[config.mk]
export PLATFORM = sky130hd
export DESIGN_NAME = krake_port_rx
export DESIGN_NICKNAME = d
export VERILOG_FILES = /design/src/rtl/krake_port_rx_pkg.sv /design/src/rtl/uart_rx_core.sv /design/src/rtl/krake_port_rx.sv
export SDC_FILE = /design/constraint.sdc
export NUM_CORES = 1
export LEC_CHECK = 0
export BUFFER_PORTS_ARGS = -buffer_cell sky130_fd_sc_hd__buf_2
export CORE_MARGIN = 8
export CORE_UTILIZATION = 60
export CTS_CLUSTER_SIZE = 14
export DETAILED_ROUTE_END_ITERATION = 8
export GPL_ROUTABILITY_DRIVEN = 0
export PLACE_DENSITY = 0.81
export SLEW_MARGIN = 20
export SYNTH_ARGS = -nofsm -noshare
export SYNTH_HDL_FRONTEND = slang
export SYNTH_SLANG_ARGS = --single-unit
export TNS_END_PERCENT = 10
[constraint.sdc]
create_clock -name clk_i -period 2.91 [get_ports clk_i]
set_input_delay 0.582 -clock clk_i [delete_from_list [all_inputs] [get_ports clk_i]]
set_output_delay 0.582 -clock clk_i [all_outputs]
set_load 0.02 [all_outputs]
[src/rtl/krake_port_rx_pkg.sv]
// krake_port_rx_pkg: register addresses and status bit indices shared by the UART RX peripheral.
package krake_port_rx_pkg;
    localparam logic [4:0] UART_RX_DATA   = 5'h00;
    localparam logic [4:0] UART_RX_STATUS = 5'h01;
    localparam int ST_VALID   = 0;
    localparam int ST_OVERRUN = 1;
    localparam int ST_FERR    = 2;
    localparam int ST_FULL    = 3;
endpackage

[src/rtl/uart_rx_core.sv]
// uart_rx_core: rx synchronizer, 16x tick divider and 8N1 framing FSM.
module uart_rx_core #(
    parameter int TICK_DIV = 27
) (
    input  logic       clk_i,
    input  logic       rst_i,
    input  logic       rx_i,
    output logic [7:0] byte_o,
    output logic       byte_stb_o,
    output logic       ferr_stb_o
);
    localparam logic [2:0] S_IDLE  = 3'd0;
    localparam logic [2:0] S_START = 3'd1;
    localparam logic [2:0] S_DATA  = 3'd2;
    localparam logic [2:0] S_STOP  = 3'd3;
    localparam logic [2:0] S_BRK   = 3'd4;
    logic        s1, s2, s3;
    logic [2:0]  st;
    logic [15:0] tcnt;
    logic [3:0]  scnt;
    logic [2:0]  bcnt;
    logic        tick;
    assign tick = (st != S_IDLE) && (tcnt == 16'(TICK_DIV - 1));
    always_ff @(posedge clk_i or negedge rst_i) begin
        if (!rst_i) begin
            {s3, s2, s1} <= 3'b111;
            st           <= S_IDLE;
            tcnt         <= '0;
            scnt         <= '0;
            bcnt         <= '0;
            byte_o       <= '0;
            byte_stb_o   <= 1'b0;
            ferr_stb_o   <= 1'b0;
        end else begin
            {s3, s2, s1} <= {s2, s1, rx_i};
            byte_stb_o   <= 1'b0;
            ferr_stb_o   <= 1'b0;
            tcnt         <= (st == S_IDLE || tick) ? '0 : tcnt + 16'd1;
            if (tick) scnt <= scnt + 4'd1;
            case (st)
                S_IDLE: if (s3 && !s2) begin
                    st   <= S_START;
                    scnt <= '0;
                end
                S_START: if (tick && scnt == 4'd7) begin
                    st   <= s2 ? S_IDLE : S_DATA;
                    scnt <= '0;
                    bcnt <= '0;
                end
                // scnt wraps every 16 ticks, so 15 lands on each later mid-bit
                S_DATA: if (tick && scnt == 4'd15) begin
                    byte_o <= {s2, byte_o[7:1]};
                    bcnt   <= bcnt + 3'd1;
                    if (bcnt == 3'd7) st <= S_STOP;
                end
                S_STOP: if (tick && scnt == 4'd15) begin
                    byte_stb_o <= s2;
                    ferr_stb_o <= !s2;
                    st         <= s2 ? S_IDLE : S_BRK;
                end
                default: if (s2) st <= S_IDLE;
            endcase
        end
    end
endmodule

[src/rtl/krake_port_rx.sv]
// krake_port_rx: Wishbone UART receiver with status flags and receive buffer.
// Define UART_RX_FIFO_EN for a FIFO_DEPTH-entry FIFO; otherwise a single holding register.
module krake_port_rx
    import krake_port_rx_pkg::*;
#(
    parameter int TICK_DIV   = 27,
    parameter int FIFO_DEPTH = 4
) (
    input  logic       clk_i,
    input  logic       rst_i,
    input  logic       stb_i,
    input  logic       we_i,
    input  logic [4:0] adr_i,
    input  logic [7:0] dat_i,
    output logic [7:0] dat_o,
    output logic       ack_o,
    input  logic       rx_i,
    output logic       irq_o
);
    logic [7:0] rx_byte, head, status, rd;
    logic       byte_stb, ferr_stb;
    logic       acc, pop, w1c, push_ok;
    logic       valid, full, ovr, ferr;
    logic       unused;
    uart_rx_core #(.TICK_DIV(TICK_DIV)) u_core (
        .clk_i      (clk_i),
        .rst_i      (rst_i),
        .rx_i       (rx_i),
        .byte_o     (rx_byte),
        .byte_stb_o (byte_stb),
        .ferr_stb_o (ferr_stb)
    );
    assign acc     = stb_i && !ack_o;
    assign pop     = acc && !we_i && adr_i == UART_RX_DATA && valid;
    assign w1c     = acc && we_i && adr_i == UART_RX_STATUS;
    assign push_ok = byte_stb && (!full || pop);
    assign irq_o   = valid;
    assign unused  = ^{dat_i[7:3], dat_i[0], 1'(FIFO_DEPTH)};
`ifdef UART_RX_FIFO_EN
    localparam int AW = $clog2(FIFO_DEPTH);
    localparam int CW = AW + 1;
    logic [7:0]    mem [FIFO_DEPTH];
    logic [AW-1:0] wp, rp;
    logic [CW-1:0] cnt;
    assign valid = cnt != '0;
    assign full  = cnt == CW'(FIFO_DEPTH);
    assign head  = mem[rp];
    always_ff @(posedge clk_i) if (push_ok) mem[wp] <= rx_byte;
    always_ff @(posedge clk_i or negedge rst_i) begin
        if (!rst_i) begin
            wp  <= '0;
            rp  <= '0;
            cnt <= '0;
        end else begin
            if (push_ok) wp <= wp + AW'(1);
            if (pop) rp <= rp + AW'(1);
            cnt <= cnt + CW'(push_ok) - CW'(pop);
        end
    end
`else
    logic [7:0] hold;
    logic       vld;
    assign valid = vld;
    assign full  = vld;
    assign head  = hold;
    always_ff @(posedge clk_i or negedge rst_i) begin
        if (!rst_i) begin
            hold <= '0;
            vld  <= 1'b0;
        end else begin
            if (push_ok) hold <= rx_byte;
            vld <= push_ok || (vld && !pop);
        end
    end
`endif
    always_comb begin
        status           = 8'h00;
        status[ST_VALID] = valid;
        status[ST_OVERRUN] = ovr;
        status[ST_FERR]  = ferr;
        status[ST_FULL]  = full;
        rd = adr_i == UART_RX_DATA ? (valid ? head : 8'h00) :
             adr_i == UART_RX_STATUS ? status : 8'h00;
    end
    // a flag set in the same cycle as its W1C clear wins
    always_ff @(posedge clk_i or negedge rst_i) begin
        if (!rst_i) begin
            ack_o <= 1'b0;
            dat_o <= 8'h00;
            ovr   <= 1'b0;
            ferr  <= 1'b0;
        end else begin
            ack_o <= acc;
            dat_o <= acc ? rd : 8'h00;
            ovr   <= (byte_stb && !push_ok) || (ovr && !(w1c && dat_i[ST_OVERRUN]));
            ferr  <= ferr_stb || (ferr && !(w1c && dat_i[ST_FERR]));
        end
    end
endmodule
After elaboration in Yosys (flattened, before gate mapping)
Index checks and enable logic that the tools add are counted.

word-level totals
  bits in registers = 59
  input port bits = 18
  output and inout bits = 10
  logic and storage cells = 95

operators by class
  add/sub/neg operators = 3
  equality and inequality tests = 13
  multiplexer cells = 25
  reductions and logical operators = 38

operator list
  kind                                                                     count
  3-bit 2-to-1 mux                                                         9
  8-bit 2-to-1 mux                                                         3
  1-bit logical AND                                                        17
  16-bit by 1-bit adder with 16-bit output, second input constant          1
  16-bit by 5-bit == test with 1-bit output, second input constant         1
  16-bit 2-to-1 mux                                                        1
  4-bit 2-to-1 mux                                                         4
  3-bit one-hot mux with 4 select lines                                    1
  1-bit logical NOT                                                        8
  2-bit by 1-bit inequality test with 1-bit output, second input constant  4
  4-bit one-hot mux with 2 select lines                                    1
  3-bit by 2-bit == test with 1-bit output, second input constant          2
  3-bit one-hot mux with 2 select lines                                    1
  6-bit AND reduction                                                      1
  5-bit by 1-bit == test with 1-bit output, second input constant          1
  5-bit logical NOT                                                        1
  1-bit logical OR                                                         5
  5-bit nonzero test                                                       1
  4-bit by 1-bit adder with 4-bit output, second input constant            1
  4-bit by 3-bit == test with 1-bit output, second input constant          1
  4-bit == test, second input constant                                     1
  1-bit 2-to-1 mux                                                         4
  3-bit by 1-bit adder with 3-bit output, second input constant            1
  3-bit by 1-bit == test with 1-bit output, second input constant          1
  8 further kinds                                                          8

Logic depth before layout (Yosys ltp)
  depth in word-level cells = 10
  mapped depth = 8
  gate-level depth less buffers = 7

Hierarchy
Synthesis repeated with hierarchy kept, for this count alone.

second synthesis, totals
  cell total of the unflattened synthesis = 286
  area, all modules = 2919.0 sq um

by module, submodules not included
  module         times used  cells an instance  area each (sq um)  seq. area each (sq um)
  uart_rx_core   1           197                2001.9             979.7
  krake_port_rx  1           89                 917.1              500.5

Worst setup path after synthesis
OpenSTA, ideal clock, no wires.

  path kind = in2reg
  start point = input port adr_i[1]
  end point = register hold[0], in the netlist head[0]
  library setup time = 0.125 ns
  arrival time = 1.798 ns
  data required time = 2.785 ns
  slack = 0.987 ns
  stages on the path = 6
  buffers on the path = 1
  cell sequence = nor4_1 -> nand2_1 -> o31a_1 -> nand2b_1 -> buf_2 -> mux2_2

on the way
  cells in the longest elaborated chain, start to end = 5

ends and longest elaborated chain
  element                         line                 text
  start, declared                 krake_port_rx.sv:13  input logic [4:0] adr_i,
  5-bit logical NOT               krake_port_rx.sv:34  assign pop = acc && !we_i && adr_i == UART_RX_DATA && valid;
  1-bit logical AND (2 in a row)  krake_port_rx.sv:34
  1-bit logical OR                krake_port_rx.sv:36  assign push_ok = byte_stb && (!full || pop);
  1-bit logical AND               krake_port_rx.sv:36
  end signal, assigned            krake_port_rx.sv:71  if (push_ok) hold <= rx_byte;
  end, declared                   krake_port_rx.sv:61  logic [7:0] hold;

Every way passes these cells.
A chain may end at the register's enable or synchronous reset.

Worst setup path after layout
  start point = register u_core.tcnt[0]
  end point = register u_core.byte_o[4]

on the way
  cells in the longest elaborated chain, start to end = 4

ends and longest elaborated chain
  element                                    line                text
  start, declared                            uart_rx_core.sv:19  logic [15:0] tcnt;
  start signal, assigned                     uart_rx_core.sv:38  tcnt <= (st == S_IDLE || tick) ? '0 : tcnt + 16'd1;
  16-bit by 5-bit == test with 1-bit output  uart_rx_core.sv:23  assign tick = (st != S_IDLE) && (tcnt == 16'(TICK_DIV - 1));
  1-bit logical AND                          uart_rx_core.sv:23
  1-bit logical AND                          uart_rx_core.sv:51  S_DATA: if (tick && scnt == 4'd15) begin
  2-bit AND reduction (no line)              n/a
  end signal, assigned                       uart_rx_core.sv:52  byte_o <= {s2, byte_o[7:1]};
  end, declared                              uart_rx_core.sv:8   output logic [7:0] byte_o,

Every way passes these cells.

==> flow_summary.json <==
{
  "first_pass_iters": 8,
  "drt-initial-drc-count": 108,
  "core_area_mm2": 0.004264,
  "viasPerCell": 5.781,
  "cts.clk_slew.worst_paths_ps": 60,
  "skew_ps": 13.15,
  "max-vdd-ir-drop_v": 0.0003364,
  "syn_area_per_cell_um2": 11.35,
  "fin_crit_sh_pct": 84.10,
  "grt_pass1_wl_um": 7907,
  "ys_ff_latch": 59,
  "worst_ep_required_time_ps": 3130,
  "dieHeight_um": 81.83,
  "h-tree-depth": 3,
  "yosysSeqAreaShare_pct": 56.93,
  "clockRootBuffer": "clkbuf_8",
  "drc": 0,
  "fin_area_mm2": 0.002974,
  "nets": 276,
  "p_leak_nw": 1.439,
  "gr-total-overflow": 0,
  "worst_slew_pin_slew_ps": 712.7,
  "finalHoldViolations": 0,
  "grt_max_degree": 60,
  "async_flop_share_pct": 100.0,
  "syn-instance-count": 229,
  "final_max_slew_viol_count": 0,
  "syn_nets": 252,
  "clock.fmax_mhz": 408.6,
  "post-synth-top-count-cell": "dfrtp_1",
  "die_w_um": 81.83,
  "num_antenna_cells": 0,
  "ant_nets": 0,
  "synth_ff_type": "dfrtp_1",
  "dpl-instance-area_mm2": 0.002739,
  "cts_buffers": 9,
  "synth_top_area_share_pct": 53.90,
  "final.min_clock_period_ps": 2447,
  "cp_top_family": "simple AND/OR/NAND/NOR gates",
  "clk_latency_ps": 340,
  "nFillCells": 305,
  "vias": 1792,
  "dieArea_mm2": 0.006695,
  "setup_tns_ps": 0,
  "cp-end-kind": "register",
  "drive_above_1_share_pct": 26.36,
  "totalWireLength_um": 4615,
  "hpwl_um": 2934,
  "syn_area_mm2": 0.002600,
  "port-buffer-count": 21,
  "crit_type": "register to register",
  "worstHoldPathType": "primary input to register",
  "synth_commonest_cells": "56 x dfrtp_1, 38 x nor2_1, 16 x mux2_2, 14 x nand2_1, 9 x nand3_1",
  "status": "complete, no violations",
  "cts.repair.resized": 0,
  "synth_top_cell_by_area": "dfrtp_1",
  "grt_pass1_vias": 1797,
  "start_kind": "register",
  "ys_warn_count": 0,
  "rsz0062_at_grt": "false",
  "antenna_found_initial": 0,
  "setup_violations": 0,
  "crit_path_top_delay_cell": "nor3_4",
  "cp_max_fo": 14,
  "clock_sinks": 59,
  "worstPathCellList": "inv_1 -> ha_1 -> nor3b_1 -> nand4_2 -> nor3_4 -> mux2_2",
  "max_slew_margin_pct": 52.49,
  "io_pins": 28,
  "yosys-top-cells-area": "dfrtp_1 54%, mux2_2 6.9%, nor2_1 5.5%",
  "cp.arrival_ps": 2670,
  "synth_cell_types": 43,
  "drt-wirelength-per-cell_um": 14.89,
  "start_util_pct": 60.97,
  "max-cap-violations": 0,
  "clockBufferDepth": 2,
  "critPathMaxStageDelay_ps": 660,
  "p_per_area_mw_per_mm2": 679.1,
  "rows": 24,
  "crit_buf_inv": 1,
  "postCtsHoldBufs": 0,
  "area_growth_pct": 14.39,
  "synth_edf_count": 0,
  "grt_usage_pct": 15.44,
  "cts_tree": "yes",
  "post-cts-setup-buffers": 0
}
==> worst reg2reg max path: cells and delay by family, from the launching register on <==
kind	cells	cell delay [ps]
simple gates	3	1320
fa+ha+maj	1	130
buf+inv	1	70
flops	1	410
mux	1	410
==> state kept, by name, indices dropped and copies added, names as in the netlist, 3 cells and up <==
name,count
u_core.scnt,4
u_core.bcnt,3
dat_o,8
head,8
u_core.st,3
u_core.byte_o,8
u_core.tcnt,16
==> placed cells by master, fill, tap and decap left out, types with 5 or more instances in the layout <==
| cell type | count |
|---|---|
| dfrtp_1 | 56 |
| nor2_1 | 38 |
| buf_2 | 21 |
| mux2_2 | 16 |
| nand2_1 | 14 |
| clkbuf_8 | 10 |
| nand3_1 | 9 |
| o21ai_0 | 8 |
| xor2_1 | 8 |
| xnor2_1 | 8 |
| nor3_1 | 5 |
| and2_1 | 5 |
| ha_1 | 5 |
==> per-stage QoR <==
stage	power (mW)	utilization (%)	cells	setup slack (ps)	hold WS [ps]
3_5_place_dp	1.200	64.23	294	523.4	348.8
4_1_cts	2.034	69.54	310	499.2	336.0
3_3_place_gp	1.190	64.23	294	588.6	347.2
5_1_grt	2.118	69.75	310	323.8	330.1
6_report	2.020	69.75	310	462.8	345.7
2_1_floorplan	1.133	-	229	987.2	286.4
==> final cells by class <==
class                      instances  area, µm²  share of cell area [%]
sequential                        59       1480                   49.77
multi-input combinational        158       1079                   36.26
clock buffer                      10      137.6                   4.628
timing repair buffer              22      112.6                   3.786
clock inverter                     6      88.84                   2.987
tap                               52      65.06                   2.188
inverter                           3      11.26                  0.3786
==> layer usage <==
layer	part of all wire, %	global-route usage [%]
met1	43	17.77
met4	1.7	7.719
met2	47	24.23
met3	8.3	6.565
met5	0	0
==> report_power, final <==
group	total (mW)	switching [mW]	internal, mW	leakage (nW)
clock	0.833	0.328	0.505	0.108
sequential	0.960	0.0707	0.889	0.792
combinational	0.227	0.123	0.104	0.538
total	2.02	0.522	1.50	1.44
==> worst paths after layout <==
| kind | from | end | slack [ps] | depth (start not counted) |
|---|---|---|---|---|
| setup / recovery | u_core.tcnt[0] | u_core.byte_o[4] | 460 | 6 |
| hold / removal | rx_i | u_core.s1 | 350 | 1 |
| setup reg to reg | u_core.tcnt[0] | u_core.byte_o[4] | 460 | 6 |
| hold reg to reg | u_core.s1 | u_core.s2 | 360 | 0 |
| max in group asynchronous | rst_i | u_core.scnt[3] | 2050 | 2 |
| min in group asynchronous | rst_i | u_core.tcnt[8] | 360 | 2 |
==> logic make-up (layout without fill, tap and decap cells) <==
| kind of cell | count (synthesis) | count (layout) | synth area share (%) |
|---|---|---|---|
| and+or+nand+nor | 96 | 96 | 19.30 |
| DFF | 59 | 59 | 56.93 |
| AOI/OAI and AO/OA | 23 | 23 | 6.160 |
| muxes | 18 | 18 | 7.700 |
| xor gates and xnor gates | 16 | 16 | 5.390 |
| buffers and inverters | 12 | 41 | 2.117 |
| adders and majority gates | 5 | 5 | 2.406 |
Power figures use the tool's default switching activity.
